### config.mk
export PLATFORM = sky130hd
export DESIGN_NAME = if_id_stage
export DESIGN_NICKNAME = d
export VERILOG_FILES = /design/src/rtl/if_id_stage.sv
export SDC_FILE = /design/constraint.sdc
export NUM_CORES = 1
export LEC_CHECK = 0
export CAP_MARGIN = 10
export CORE_ASPECT_RATIO = 1.25
export CORE_MARGIN = 2
export CORE_UTILIZATION = 45
export DETAILED_ROUTE_END_ITERATION = 10
export MAX_ROUTING_LAYER = met4
export PLACE_DENSITY = 0.81
export SLEW_MARGIN = 30
export SYNTH_ARGS = -nofsm -noshare
export SYNTH_HDL_FRONTEND = slang
export SYNTH_SLANG_ARGS = --single-unit
export TNS_END_PERCENT = 10
### constraint.sdc
create_clock -name clk -period 1.7 [get_ports clk]
set_clock_uncertainty 0.1 [all_clocks]
set_input_delay 0.17 -clock clk [delete_from_list [all_inputs] [get_ports clk]]
set_output_delay 0.17 -clock clk [all_outputs]
set_load 0.05 [all_outputs]
### src/rtl/if_id_stage.sv
// if_id_stage: elastic IF/ID pipeline register for the pipelined MIPS core.
// A main entry drives the decode-side outputs directly and a skid entry
// absorbs the one beat that can arrive after decode stalls, so in_ready can
// come straight from a flop while still sustaining one beat per cycle.
// A synchronous flush squashes both entries on a branch/jump redirect.
// Optional feature macro: IF_ID_BUBBLE_COUNT_EN adds the bubble_count port,
// a saturating count of cycles where decode was ready but no beat was valid.
module if_id_stage #(
  parameter int DATA_WIDTH = 32,
  parameter int PC_WIDTH   = 32
) (
  input  logic                  clk,
  input  logic                  reset,
  input  logic                  flush,
  input  logic                  in_valid,
  output logic                  in_ready,
  input  logic [PC_WIDTH-1:0]   in_pc,
  input  logic [DATA_WIDTH-1:0] in_instr,
  output logic                  out_valid,
  input  logic                  out_ready,
  output logic [PC_WIDTH-1:0]   out_pc,
  output logic [DATA_WIDTH-1:0] out_instr
`ifdef IF_ID_BUBBLE_COUNT_EN
  ,
  output logic [15:0]           bubble_count
`endif
);

  logic                  main_v_q, main_v_d;
  logic [PC_WIDTH-1:0]   main_pc_q, main_pc_d;
  logic [DATA_WIDTH-1:0] main_instr_q, main_instr_d;
  logic                  skid_v_q, skid_v_d;
  logic [PC_WIDTH-1:0]   skid_pc_q, skid_pc_d;
  logic [DATA_WIDTH-1:0] skid_instr_q, skid_instr_d;

  logic accept_s;
  logic consume_s;

  // Handshake qualifiers; in_ready is taken from the skid flop only.
  always_comb begin
    in_ready  = !skid_v_q;
    accept_s  = in_valid && !skid_v_q;
    consume_s = main_v_q && out_ready;
  end

  // Next-state of the two entries, evaluated in priority order: flush,
  // main free (empty or drained this cycle), main stalled.
  always_comb begin
    main_v_d     = main_v_q;
    main_pc_d    = main_pc_q;
    main_instr_d = main_instr_q;
    skid_v_d     = skid_v_q;
    skid_pc_d    = skid_pc_q;
    skid_instr_d = skid_instr_q;
    if (flush) begin
      // Squash everything; the beat offered this cycle is dropped too.
      main_v_d = 1'b0;
      skid_v_d = 1'b0;
    end else if (!main_v_q || consume_s) begin
      if (skid_v_q) begin
        // Older skid beat moves up first to keep FIFO order.
        main_v_d     = 1'b1;
        main_pc_d    = skid_pc_q;
        main_instr_d = skid_instr_q;
        if (accept_s) begin
          skid_v_d     = 1'b1;
          skid_pc_d    = in_pc;
          skid_instr_d = in_instr;
        end else begin
          skid_v_d = 1'b0;
        end
      end else if (accept_s) begin
        main_v_d     = 1'b1;
        main_pc_d    = in_pc;
        main_instr_d = in_instr;
        skid_v_d     = 1'b0;
      end else begin
        main_v_d = 1'b0;
        skid_v_d = 1'b0;
      end
    end else begin
      // Main is stalled: a newly accepted beat parks in the skid entry.
      if (accept_s) begin
        skid_v_d     = 1'b1;
        skid_pc_d    = in_pc;
        skid_instr_d = in_instr;
      end else begin
        skid_v_d = skid_v_q;
      end
    end
  end

  // Entry registers; reset clears valids and data so outputs read zero.
  always_ff @(posedge clk or negedge reset) begin
    if (!reset) begin
      main_v_q     <= 1'b0;
      main_pc_q    <= {PC_WIDTH{1'b0}};
      main_instr_q <= {DATA_WIDTH{1'b0}};
      skid_v_q     <= 1'b0;
      skid_pc_q    <= {PC_WIDTH{1'b0}};
      skid_instr_q <= {DATA_WIDTH{1'b0}};
    end else begin
      main_v_q     <= main_v_d;
      main_pc_q    <= main_pc_d;
      main_instr_q <= main_instr_d;
      skid_v_q     <= skid_v_d;
      skid_pc_q    <= skid_pc_d;
      skid_instr_q <= skid_instr_d;
    end
  end

  // Decode side sees the main entry directly.
  always_comb begin
    out_valid = main_v_q;
    out_pc    = main_pc_q;
    out_instr = main_instr_q;
  end

`ifdef IF_ID_BUBBLE_COUNT_EN
  logic [15:0] bubble_q, bubble_d;

  // Count decode-ready-but-idle cycles, saturating; flush does not clear it.
  always_comb begin
    if (out_ready && !main_v_q && (bubble_q != 16'hFFFF)) begin
      bubble_d = bubble_q + 16'd1;
    end else begin
      bubble_d = bubble_q;
    end
  end

  // Bubble counter register, cleared only by reset.
  always_ff @(posedge clk or negedge reset) begin
    if (!reset) begin
      bubble_q <= 16'd0;
    end else begin
      bubble_q <= bubble_d;
    end
  end

  // Counter is exported from its flop.
  always_comb begin
    bubble_count = bubble_q;
  end
`endif

endmodule
# [Yosys cells after proc, flatten, opt, wreduce, memory -nomap -nowiden]
# Cells that the tools add are included.
[word_totals] reg_bits=130 input_bits=69 output_inout_bits=66 word_cells=36
[classes] eq_ne=1 n_mux=18 bitwise_logic=1 n_reduce_logical=10
[op_table] cell="$mux 32" count=10
[op_table] cell="$mux 1" count=8
[op_table] cell="$reduce_bool 2->1" count=2
[op_table] cell="$reduce_and 3->1" count=1
[op_table] cell="$reduce_bool 3->1" count=1
[op_table] cell="$logic_and 1x1->1" count=2
[op_table] cell="$logic_not 1->1" count=2
[op_table] cell="$ne 2x2->1 const B" count=1
[op_table] cell="$reduce_and 2->1" count=1
[op_table] cell="$logic_or 1x1->1" count=1
[op_table] cell="$not 1->1" count=1

# [Depth between registers and ports, before layout]
# Gate-level depths: netlist of the first run.
[logic_depth] ltp_word=6 depth_mapped=4 depth_no_buf=3

# [Worst setup path before layout of the first run]
# Ideal clock, no wire load.
[synth_timing] kind="register to register" startpoint="register main_v_q (netlist: out_valid)" endpoint="register main_instr_q[31] (netlist: out_instr[31])" setup_time_ns=0.125 t_arrival_ns=1.749 required_ns=1.475 slack_ns=-0.274 path_stages_with_launch=5 path_buffers=1 period_less_slack_ns=1.974 path_cell_list="dfrtp_1 nor2b_2 nor3_4 buf_6 mux2_2"
[synth_between] elab_chain_len=3 word_cells_on_any_way=4 classes_between="reduce/logical (4)"
[synth_rtl] element="start, declared" line="29" text="logic main_v_q, main_v_d;"
[synth_rtl] element="start signal, assigned" line="103" text="main_v_q <= main_v_d;"
[synth_rtl] element="$logic_not 1->1 / $logic_and 1x1->1 (equally long branches)" line="59, 43"
[synth_rtl] element="$logic_or 1x1->1 (*)" line="59" text="end else if (!main_v_q || consume_s) begin"
[synth_rtl] element="$reduce_and 3->1 (no source line) (*)"
[synth_rtl] element="end signal, assigned" line="98" text="main_instr_q <= {DATA_WIDTH{1'b0}};"
[synth_rtl] element="end signal, assigned" line="105" text="main_instr_q <= main_instr_d;"
[synth_rtl] element="end, declared" line="31" text="logic [DATA_WIDTH-1:0] main_instr_q, main_instr_d;"
# Mark *: on every way between the ends. The rest lies on a longest branch, timed or not.
# A chain may end at the register's enable or synchronous reset.

# [Worst setup path after layout of the first run]
[layout_timing] startpoint="register main_v_q (netlist: out_valid)" endpoint="register main_pc_q[25] (netlist: out_pc[25])"
[layout_between] elab_chain_len=3 word_cells_on_any_way=4 classes_between="reduce/logical (4)"
[layout_rtl] element="$logic_not 1->1 / $logic_and 1x1->1 (equally long branches)" line="59, 43"
[layout_rtl] element="$logic_or 1x1->1 (*)" line="59"
[layout_rtl] element="$reduce_and 3->1 (no source line) (*)"
[layout_rtl] element="end signal, assigned" line="97" text="main_pc_q <= {PC_WIDTH{1'b0}};"
[layout_rtl] element="end signal, assigned" line="104" text="main_pc_q <= main_pc_d;"
[layout_rtl] element="end, declared" line="30" text="logic [PC_WIDTH-1:0] main_pc_q, main_pc_d;"
# Marked as above.

==> results of run 1 <==
-- metrics by stage --
stage / TNS, ps / total power [mW]
2_1_floorplan: -9165 / 5.908
4_1_cts: 0 / 10.66
5_1_grt: -139.2 / 11.02
6_report: 0 / 10.55
3_3_place_gp: -22180 / 6.791
3_5_place_dp: -22780 / 6.897
-- synthesized netlist by cell type --
master    number
clkbuf_1       1
nor2_1         2
buf_2         12
inv_1          1
nor3_4         1
nand2b_1       1
buf_6          6
dfrtp_1      130
nand3_2        1
nor3_1         1
nor2b_2        1
a21oi_1        1
mux2_2       191
mux2_1         1
-- report_power, final --
| group | internal, mW | leakage [nW] | switching [mW] |
|---|---|---|---|
| Combinational | 1.16 | 1.51 | 1.54 |
| Clock | 2.45 | 0.302 | 1.27 |
| Sequential | 3.78 | 1.56 | 0.345 |
-- critical path: stages (launching register included) --
cell     delay (ps)
dfrtp_2         400
nor2b_4         140
nor3_4          170
buf_4           170
buf_12          180
mux2_2          360
-- how the worst min path moves through the flow --
stage	from	slack, ps	to
2_1_floorplan	reset	-230	out_instr[0]
3_3_place_gp	reset	-20	skid_pc_q[3]
3_5_place_dp	reset	-20	out_pc[4]
4_1_cts	reset	90	out_pc[15]
5_1_grt	reset	120	out_pc[4]
6_report	reset	90	out_pc[4]
-- sequential cells by signal, summed over array words and instances (netlist names) --
register      count
skid_pc_q        32
skid_v_q          1
out_valid         1
skid_instr_q     32
out_pc           32
out_instr        32
-- layout make-up --
class / count / share of cell area
flip-flops and latches: 130 / 0.4206
multi-input cells: 200 / 0.2876
clock buffers: 22 / 0.06256
well taps: 164 / 0.02651
inverters: 1 / 0.0004850
clock inverters: 10 / 0.01681
repair buffers: 154 / 0.1854
-- metal layers --
layer,routed length (um),part of all wire,GRT usage
met5,0,0,-
met4,204,0.018,0.07631
met3,389,0.034,0.04103
met2,6464,0.56,0.3413
met1,4485,0.39,0.1910
-- cell families after synthesis --
group,Yosys count
flops,130
buf+inv,20
mux,192
simple gates,7
compound gates,1
-- repair_timing --
| action | CTS | global route |
|---|---|---|
| endpoints found under the setup margin | 0 | 41 |
| buffers inserted | 0 | 2 |
| gates resized for setup | 0 | 2 |
| hold buffers | 1 | 0 |
| hold endpoints to repair | 130 | 0 |
==> summary.md, run 1 <==
| Metric | Value |
|---|---|
| Nets | `about 570` |
| Footprint of the multi-input gates | `2226 um2` |
| Maximum clock path buffer count | `2` |
| Placement Cell Area | `7072 um2` |
| Main combinational cell family by area after synthesis | `multiplexers` |
| Commonest non-fill, non-tap cell in the layout | `mux2_2` |
| Final Max Slew Viols | `0` |
| Final setup violation count | `0` |
| Post-route ant nets | `0` |
| Post-synthesis mux area share | `0.3855` |
| CP arrival | `1820 ps` |
| Reg2reg start | `out_valid` |
| Die W | `103.9 um` |
| Via count | `about 3400` |
| Final WS setup | `60.84 ps` |
| Cell taking the most area after synthesis | `dfrtp_1` |
| Adder-Cell Fraction of Synth Area | `0` |
| Total Routing Usage GR | `0.1851` |
| CP Data Required Time | `1890 ps` |
| Place WS | `-240.6 ps` |
| Root buf cell | `clkbuf_16` |
| Boundary Pins | `approximately 140` |
| Tightest slew margin relative to the limit | `0.8023` |
| Initial Utilization | `0.4612` |
| Routed wire length | `11540 um` |
| Worst hold slack | `93.21 ps` |
| Final core utilization | `0.6364` |
| Period utilisation layout | `0.9642` |
| Largest net degree at the start of global routing | `43` |
| PwrDens | `1363 nW/um2` |
| VDD IR max | `0.6616 mV` |
| GPL Wtd Cong | `0.7123` |
| Fin area | `between 7000 and 8000 um2` |
| Fin crit period | `1639 ps` |
| Die ar. | `13380 um2` |
| Placed Instances | `645` |
| CTS H-tree depth | `4` |
| Nature of the critical path endpoint | `flip-flop` |
| Worst-Skew Late Latency | `400 ps` |
| Critical Path Source | `out_valid` |
| Pleak | `approximately 3.4 nW` |
| DRT iter0 DRCs | `62` |
| Detail Placement HPWL | `7995 um` |
| Synth top area cells | `dfrtp_1, mux2_2, buf_6` |
| Fillers | `951` |
| WS Path Type | `reg -> reg` |
| Post-synthesis sequential area ratio | `0.5800` |
| Final hold vios | `0` |
| Post-Syn Area | `between 5000 and 6000 um2` |
| Syn Inst Count | `350` |
| Worst-path clk slew | `60 ps` |
| Synth unique cells | `14` |
| Share of post-route cells with drive strength above 1 | `0.6074` |
| Most frequent cells in the layout | `mux2_2, dfrtp_1, buf_4, clkdlybuf4s50_1, clkbuf_16` |
| Simple-Gate Fraction of Synth Area | `0.009592` |
| Reg area | `3256 um2` |
| Synth-to-layout area growth | `37.99%` |
| Vias/cell | `5.028` |
| Outcome | `finished clean` |
| Wire per inst | `16.95 um` |
| Yosys synthesis warning count | `0` |
| Max Cap Viol | `0` |
| Fmax | `0.6101 GHz` |
| Post-Synth XOR/XNOR Area | `0` |
| Crit path max fanout | `23` |
| Clock buffer count from CTS | `17` |
| Antenna Cells | `0` |
| Hold WC Path Type | `in -> async` |
| First-pass GRT wire length | `18640 um` |
| Antenna violations before repair | `0` |
| Total gr overflow | `0` |
| Worst R2R Path Depth | `5` |
| Final Non-Filler Cells | `681` |
| Synthesized flop and latch total | `130` |
| CP endpoint | `out_pc[25]` |
| Die Y | `128.8 um` |
| Syn Area/Cell | `16.03 um2` |
| Vias in the first global route | `about 3700` |
| DRC | `0` |
| Reg2reg setup slack | `60 ps` |
| Slew of the pin with the lowest slew margin | `296.6 ps` |
| CP Launch Type | `flip-flop` |
| Port bufs | `roughly 130` |
| FP Rows | `45` |
| Area fraction of the dominant cell type after synthesis | `0.5800` |
| Worst R2R End | `out_pc[25]` |
| CTS Sinks | `130` |
| Core Region | `~12000 um2` |
| TritonRoute pass-1 iters | `4` |
| TritonCTS clock tree | `yes` |
| Syn Nets | `around 420` |
| Synth Area in Compound Gates | `0.0008923` |
Note: power is estimated with default switching activity, not from simulation.
==> run 2: changes to the inputs <==
- SKIP_LAST_GASP: default -> 1
==> run 2 against run 1 <==
  * Via count is the same
  * Core utilization is essentially flat
  * Maximum frequency shrank 0.50%
  * Total power is essentially flat
  * Highest routed layer unchanged
  * Sequential share of layout area is essentially flat
  * Non-clock buffer count is the same
  * First-iteration DRC count is the same
  * Worst setup slack lost 8.2 ps
  * Sequential cell count is the same
  * Clock-buffer cell count is the same
==> summary.md, run 2 (same netlist as run 1, synthesis figures left out) <==
| Metric | Value |
|---|---|
| Initial Utilization | `0.4612 (unchanged)` |
| Maximum clock path buffer count | `2 (unchanged)` |
| Die Y | `128.8 um (unchanged)` |
| FP Rows | `45 (unchanged)` |
| Placement Cell Area | `7072 um2 (unchanged)` |
| Critical Path Source | `skid_v_q` |
| Fin area | `7736 um2 (about the same)` |
| CP Data Required Time | `1430 ps (-460 ps)` |
| Slew of the pin with the lowest slew margin | `296.6 ps (unchanged)` |
| Commonest non-fill, non-tap cell in the layout | `mux2_2` |
| TritonCTS clock tree | `yes` |
| Fin crit period | `1647 ps (+8.229 ps)` |
| Crit path max fanout | `40 (+74%)` |
| Die W | `103.9 um (unchanged)` |
| CP endpoint | `in_ready` |
| Nature of the critical path endpoint | `primary output` |
| Max Cap Viol | `0 (unchanged)` |
| Die ar. | `13380 um2 (unchanged)` |
| Share of post-route cells with drive strength above 1 | `0.6054 (-0.001934)` |
| Total Routing Usage GR | `0.1851 (unchanged)` |
| Routed wire length | `11540 um (about the same)` |
| GPL Wtd Cong | `0.7123 (unchanged)` |
| DRT iter0 DRCs | `62 (unchanged)` |
| Antenna Cells | `0 (unchanged)` |
| Final core utilization | `0.6361 (about the same)` |
| Synth-to-layout area growth | `37.92% (about the same)` |
| Final Max Slew Viols | `0 (unchanged)` |
| Core Region | `12160 um2 (unchanged)` |
| Reg2reg start | `out_valid` |
| Vias in the first global route | `3724 (unchanged)` |
| Wire per inst | `16.95 um (about the same)` |
| Root buf cell | `clkbuf_16` |
| Tightest slew margin relative to the limit | `0.8023 (unchanged)` |
| Unrepaired setup endpoints after global routing | `true` |
| Hold WC Path Type | `in -> async` |
| TritonRoute pass-1 iters | `4 (unchanged)` |
| CP Launch Type | `flip-flop` |
| Vias/cell | `5.028 (unchanged)` |
| Antenna violations before repair | `0 (unchanged)` |
| Fmax | `0.6070 GHz (-0.50%)` |
| Worst R2R Path Depth | `5 (unchanged)` |
| Outcome | `finished clean` |
| Pleak | `3.374 nW (about the same)` |
| Boundary Pins | `135 (unchanged)` |
| PwrDens | `1364 nW/um2 (about the same)` |
| Post-route ant nets | `0 (unchanged)` |
| Final setup violation count | `0 (unchanged)` |
| Worst R2R End | `out_pc[25]` |
| Port bufs | `134 (unchanged)` |
| Reg2reg setup slack | `60 ps (about the same)` |
| Clock buffer count from CTS | `17 (unchanged)` |
| CTS Sinks | `130 (unchanged)` |
| First-pass GRT wire length | `18640 um (unchanged)` |
| Total gr overflow | `0 (unchanged)` |
| Most frequent cells in the layout | `mux2_2, dfrtp_1, buf_4, clkdlybuf4s50_1, clkbuf_16` |
| Final hold vios | `0 (unchanged)` |
| Worst-Skew Late Latency | `400 ps (about the same)` |
| CTS H-tree depth | `4 (unchanged)` |
| CP arrival | `1380 ps (-440 ps)` |
| Worst hold slack | `93.21 ps (unchanged)` |
| CTS resizes | `0 (unchanged)` |
| DRC | `0 (unchanged)` |
| PnR Total Power | `10.55 mW (about the same)` |
| Largest net degree at the start of global routing | `43 (unchanged)` |
| WS Path Type | `reg -> out` |
| Via count | `3424 (unchanged)` |
| Period utilisation layout | `0.9691 (+0.004841)` |
| Detail Placement HPWL | `7995 um (unchanged)` |
| Final WS setup | `52.61 ps (-8.229 ps)` |
| VDD IR max | `0.6616 mV (unchanged)` |
| Worst-path clk slew | `60 ps (about the same)` |
| Nets | `573 (unchanged)` |
| Place WS | `-240.6 ps (unchanged)` |
-- run 2: area by class of cell --
class	instances	area, um2
Tap cell	164	205.2
Fill cell	953	4425
Multi-Input combinational cell	200	2226
Sequential cell	130	3256
Timing Repair Buffer	154	1431
Clock inverter	10	130.1
Clock buffer	22	484.2
Inverter	1	3.754
-- run 2: what timing repair did --
| item | 4_1_cts | 5_1_grt |
|---|---|---|
| hold buffers | 1 | 0 |
| buffers inserted | 0 | 2 |
| hold endpoints to repair | 130 | 0 |
| endpoints found under the setup margin | 0 | 41 |
-- run 2: per-layer routing --
metal	track usage	up-vias	wire length (um)
li1	-	1572	-
met4	0.07631	0	204
met5	-	-	0
met2	0.3413	75	6464
met1	0.1910	1764	4486
met3	0.04103	13	389
-- run 2: worst min-delay path by stage --
stage               startpoint            to  slack (ps)  cells past startpoint
global placement         reset  skid_pc_q[3]         -20                      1
global route             reset     out_pc[4]         120                      2
floorplan                reset  out_instr[0]        -230                      0
finish                   reset     out_pc[4]          90                      2
detailed placement       reset     out_pc[4]         -20                      1
CTS                      reset    out_pc[15]          90                      2
-- run 2: critical path, stage by stage (launching register included) --
cell and delay [ps]:
dfrtp_2 430, buf_12 250, inv_1 60, buf_4 190
-- run 2: metrics by stage --
| step | cells | setup TNS, ps |
|---|---|---|
| global placement | 645 | -22180 |
| floorplan | 350 | -9165 |
| detailed placement | 645 | -22780 |
| CTS | 678 | 0 |
| global route | 681 | -157.5 |
| finish | 681 | 0 |
-- run 2: where the power goes --
group | switching [mW] | internal [mW] | leakage [nW]
Clock | 1.27 | 2.45 | 0.302
Sequential | 0.345 | 3.78 | 1.56
Combinational | 1.54 | 1.16 | 1.51
